File: config.mk
export PLATFORM = sky130hd
export DESIGN_NAME = bcd_updown_counter_n
export DESIGN_NICKNAME = d
export VERILOG_FILES = /design/src/rtl/bcd_updown_counter_n.sv
export SDC_FILE = /design/constraint.sdc
export NUM_CORES = 1
export LEC_CHECK = 0
export CAP_MARGIN = 20
export CELL_PAD_IN_SITES_DETAIL_PLACEMENT = 1
export CELL_PAD_IN_SITES_GLOBAL_PLACEMENT = 2
export CORE_MARGIN = 1
export CORE_UTILIZATION = 30
export CTS_BUF_LIST = sky130_fd_sc_hd__clkbuf_8
export DETAILED_ROUTE_END_ITERATION = 8
export PLACE_DENSITY_LB_ADDON = 0.05
export REMOVE_ABC_BUFFERS = 1
export SYNTH_ARGS = -nofsm -noshare
export SYNTH_HDL_FRONTEND = slang
export SYNTH_SLANG_ARGS = --single-unit
export TNS_END_PERCENT = 100
File: constraint.sdc
create_clock -name clk -period 2.4 [get_ports clk]
set_clock_uncertainty 0.2 [all_clocks]
set_input_delay 0.48 -clock clk [delete_from_list [all_inputs] [get_ports clk]]
set_output_delay 0.48 -clock clk [all_outputs]
set_load 0.02 [all_outputs]
File: src/rtl/bcd_updown_counter_n.sv
// N-digit BCD up/down counter with enable, validated parallel load and terminal-count pulse.
// Define BCD_SATURATE_EN to hold at all-9s / all-0s instead of wrapping.
module bcd_updown_counter_n #(
  parameter int unsigned DIGITS = 4
) (
  input  logic                clk,
  input  logic                rst,
  input  logic                en,
  input  logic                dir,
  input  logic                load,
  input  logic [4*DIGITS-1:0] load_val,
  output logic [4*DIGITS-1:0] count,
  output logic                tc,
  output logic                load_err
);

  localparam int unsigned W = 4 * DIGITS;

  logic [W-1:0] count_q, count_d;
  logic         tc_q, tc_d;
  logic         load_err_q, load_err_d;

  logic [W-1:0] up_val;
  logic [W-1:0] dn_val;
  logic         all_nine;
  logic         all_zero;
  logic         load_ok;

  // Ripple carry/borrow across digits: a digit steps only when every lower digit is at its limit.
  always_comb begin
    logic       carry;
    logic       borrow;
    logic [3:0] digit;
    up_val  = count_q;
    dn_val  = count_q;
    carry   = 1'b1;
    borrow  = 1'b1;
    load_ok = 1'b1;
    digit   = 4'd0;
    for (int i = 0; i < int'(DIGITS); i++) begin
      digit = count_q[4*i +: 4];
      if (carry) begin
        up_val[4*i +: 4] = (digit == 4'd9) ? 4'd0 : digit + 4'd1;
      end
      if (borrow) begin
        dn_val[4*i +: 4] = (digit == 4'd0) ? 4'd9 : digit - 4'd1;
      end
      carry  = carry & (digit == 4'd9);
      borrow = borrow & (digit == 4'd0);
      if (load_val[4*i +: 4] > 4'd9) begin
        load_ok = 1'b0;
      end
    end
    all_nine = carry;
    all_zero = borrow;
  end

  always_comb begin
    count_d    = count_q;
    tc_d       = 1'b0;
    load_err_d = 1'b0;
    if (load) begin
      if (load_ok) begin
        count_d = load_val;
      end else begin
        load_err_d = 1'b1;
      end
    end else if (en) begin
      if (dir) begin
        tc_d = all_nine;
`ifdef BCD_SATURATE_EN
        if (!all_nine) begin
          count_d = up_val;
        end
`else
        count_d = up_val;
`endif
      end else begin
        tc_d = all_zero;
`ifdef BCD_SATURATE_EN
        if (!all_zero) begin
          count_d = dn_val;
        end
`else
        count_d = dn_val;
`endif
      end
    end
  end

  always_ff @(posedge clk or posedge rst) begin
    if (rst) begin
      count_q    <= '0;
      tc_q       <= 1'b0;
      load_err_q <= 1'b0;
    end else begin
      count_q    <= count_d;
      tc_q       <= tc_d;
      load_err_q <= load_err_d;
    end
  end

  assign count    = count_q;
  assign tc       = tc_q;
  assign load_err = load_err_q;

endmodule

==> metrics.md <==
| Metric | Value |
|---|---|
| Hold Crit Class | primary input to asynchronous set/reset pin |
| Maximum clock rate | between 400 and 500 MHz |
| Layout cells sized above 1 | around a quarter |
| Worst setup SP type | primary input |
| Total track usage | between 10% and 20% |
| Die height | between 70 and 80 um |
| Mux cell area share after synthesis | ~7.9% |
| # Post-CTS Setup Buffers | 0 |
| Max Cap Viol | 0 |
| Via count | roughly 1800 |
| Buf/Inv on CP | 3 |
| Clk sinks | 18 |
| Setup TNS | 0 ns |
| Top delay family on crit path | buffers and inverters |
| Area delta synth->final | 45.3% |
| Run status | complete, no violations |
| DR pass1 iterations | 4 |
| Number of synthesized register bits | 18 |
| Cells after Synth | between 200 and 250 |
| Post-route minimum period | between 2 and 2.5 ns |
| Final Hold Viols | 0 |
| Crit Path Class | primary input to flop |
| Worst vdd ir | about 0.4 mV |
| Worst-path cell chain | clkdlybuf4s50_1 > o21ai_2 > buf_4 > and4_1 > a21oi_4 > a31oi_1 > buf_4 > mux2_2 |
| H-tree depth | 1 |
| Period utilisation layout | a little over nine tenths |
| Ant diodes | 0 |
| Vias in the first global route | about 1900 |
| Slew Viols, Final | 0 |
| Post-CTS Hold Fix Bufs | 0 |
| Pwr/cell area | between 900 and 1000 nW/um^2 |
| Worst Path Required | 2.34 ns |
| Die X | roughly 77 um |
| Leak Pwr | 0.987 nW |
| # port buffers | 38 |
| Routed length per placed instance | ~16 um |
| Total Wirelength | 5.38 mm |
| Setup crit end kind | flop |
| Final HPWL DP | ~4.1 mm |
| Share of the synthesized area in the top cell type | a little over a quarter |
| CTS clk-pin slew, worst paths | roughly 0.08 ns |
| Vias per cell | 5.19 |
| Fin cells | 340 |
| Top cell type by total area after synthesis | dfrtp_1 |
| DRC viols | 0 |
| Synthesized area | around 1700 sq um |
| Adder-cell share of the synthesized area | 0% |
| CTS Buffer Depth | 2 |
| Root Driver | clkbuf_8 |
| First-pass GRT wire length | 9.27 mm |
| Largest family of logic cells by synthesized area | simple AND/OR/NAND/NOR gates |
| Synth Warn # | 0 |
| Antenna violations before repair | 0 |
| Dpl cells | 336 |
| Die area | about 5900 sq um |
| Number of buffers created by CTS | 3 |
| Crit-path most repeated cell | buf_4 |
| Slew at the pin with the worst max-slew slack | ~0.44 ns |
| FP Rows | 26 |
| RSZ-0062 raised after global routing | false |
| Critical path peak fanout | 4 |
| Largest net degree at the start of global routing | 19 |
| Crit path DAT | roughly 2.2 ns |
| Post-synth EDFFs | 0 |
| Post-synthesis simple-gate area fraction | 27.4% |
| Top Ports | 39 |
| CTS tree | done |
| Area contributors post-synth | dfrtp_1 (27%), o21ai_0 (5.7%), nand2_1 (5.0%) |
| Ys flop type | dfrtp_1 |
| Synth Area in Compound Gates | about a quarter |
| Post-synth ARST share | 100% |
| Post-synth cell types | between 60 and 70 |
| Clk_lat worst skew | 0.26 ns |
| DRT antenna net count | 0 |
| Slowest cell delay on critical path | 0.44 ns |
| Final-report setup violation count | 0 |
| Placeable Area | between 5000 and 6000 sq um |
| Slew headroom | a little over 70% |
| RD Place Congestion | 0.783 |
| Final #Nets | approximately 290 |
| Starting DRT DRC Count | 80 |
| Synthesized area per cell | approximately 8.1 sq um |
| Initial Util | a little under a third |
| Final core utilization | a little under half |
| Sequential share of the synthesized area | 27.0% |
| Slowest cell on the critical path | clkdlybuf4s50_1 |
| Synth Area in XOR/XNOR | 3.68% |
| Total grt overflow | 0 |
[flip-flops by register name, summed over array words and instances (netlist names)]
name and flops:
tc 1, count 16, load_err 1
[per-stage QoR]
step	area (sq um)	worst slack (ns)	total power, W	hold WS, ns
after CTS	2420	0.0706	0.00230	0.365
after global routing	2420	0.0261	0.00247	0.401
final	2420	0.127	0.00229	0.355
after floorplan	1550	0.280	0.00140	0.219
after global placement	2360	-0.185	0.00198	0.395
after detailed placement	2360	-0.268	0.00204	0.437
[cell type report]
| class | count | area [sq um] |
|---|---|---|
| fill | 642 | 2820 |
| multi-input combinational | 161 | 1090 |
| timing repair buffer | 82 | 723 |
| sequential | 18 | 450 |
| tap | 70 | 87.6 |
| clock buffer | 4 | 55.1 |
| inverter | 5 | 18.8 |
[logic make-up after synthesis]
kind of cell    after synthesis
flops                        18
mux                          11
compound gates               62
xor+xnor                      7
buf+inv                      28
simple gates                 81
[cell usage after synthesis, drive strengths merged, types with 2 or more instances]
library cell and number:
nand2 22, o21ai 21, dfrtp 18, nor2 14, buf 13, clkbuf 10, nor2b 9, a21oi 8
mux2 8, nor3 6, nor4 6, inv 5, nand3 4, nand4 4, xnor2 4, a22o 3
a31oi 3, mux2i 3, o21bai 3, xor2 3, a211oi 2, a221oi 2, and2b 2, and4b 2
nand4b 2, nor3b 2, o21a 2, o22a 2, o22ai 2, o311ai 2
[report_power, final]
part	total, W	internal, W	switching (W)	leakage, nW
sequential	0.000688	0.000417	0.000271	0.215
clock	0.000258	0.000146	0.000112	0.0288
combinational	0.00134	0.000707	0.000634	0.743
total	0.00229	0.00127	0.00102	0.987
[final timing paths]
| check | start | to | slack, ns | depth (start not counted) |
|---|---|---|---|---|
| min in group clk | count[9]$_DFFE_PP0P_ | count[9]$_DFFE_PP0P_ | 0.45 | 1 |
| max in group asynchronous | rst | count[10]$_DFFE_PP0P_ | 1.44 | 3 |
| min | rst | load_err$_DFF_PP0_ | 0.36 | 3 |
| max reg2reg | count[11]$_DFFE_PP0P_ | count[13]$_DFFE_PP0P_ | 0.25 | 5 |
| max | load_val[14] | count[9]$_DFFE_PP0P_ | 0.13 | 8 |
| min reg2reg | count[9]$_DFFE_PP0P_ | count[9]$_DFFE_PP0P_ | 0.45 | 1 |
[layout by cell type (no fill, tap or decap), types with 2 or more instances in the layout]
| cell | count |
|---|---|
| o21ai_1 | 3 |
| nor2_1 | 13 |
| buf_4 | 43 |
| nand2_1 | 22 |
| mux2_2 | 5 |
| clkdlybuf4s50_1 | 38 |
| o21ai_0 | 17 |
| nor4_1 | 5 |
| clkbuf_8 | 4 |
| mux2i_1 | 3 |
| a21oi_1 | 7 |
| nand4b_1 | 2 |
| a221oi_1 | 2 |
| nor2b_1 | 9 |
| a211oi_1 | 2 |
| and4b_1 | 2 |
| xnor2_1 | 4 |
| a31oi_1 | 3 |
| mux2_4 | 3 |
| nand4_1 | 4 |
| o22ai_1 | 2 |
| o21bai_1 | 3 |
| nand3_1 | 4 |
| nor3b_1 | 2 |
| dfrtp_1 | 18 |
| nor3_1 | 6 |
| inv_1 | 5 |
| a22o_1 | 2 |
| o22a_1 | 2 |
| xor2_1 | 3 |
| o21a_1 | 2 |
[worst reg2reg max path: cells and delay by family (launching register included)]
kind	cells	cell delay, ns
compound gates	1	0.28
flops	1	0.49
mux	1	0.31
simple gates	3	0.77
[layer usage]
layer / global-route usage, % / vias to the layer above / share of wire (%)
met4: 3.46 / 0 / 0.46
li1: - / 880 / -
met5: 0 / - / 0
met3: 2.40 / 2 / 2.9
met1: 26.5 / 850 / 48
met2: 32.7 / 33 / 48
[repair_timing]
action	CTS	global route
pin swaps	0	0
setup endpoints to repair	3	4
endpoints found under the hold margin	0	0
resized for setup	1	2
Note: power is estimated with default switching activity, not from simulation.
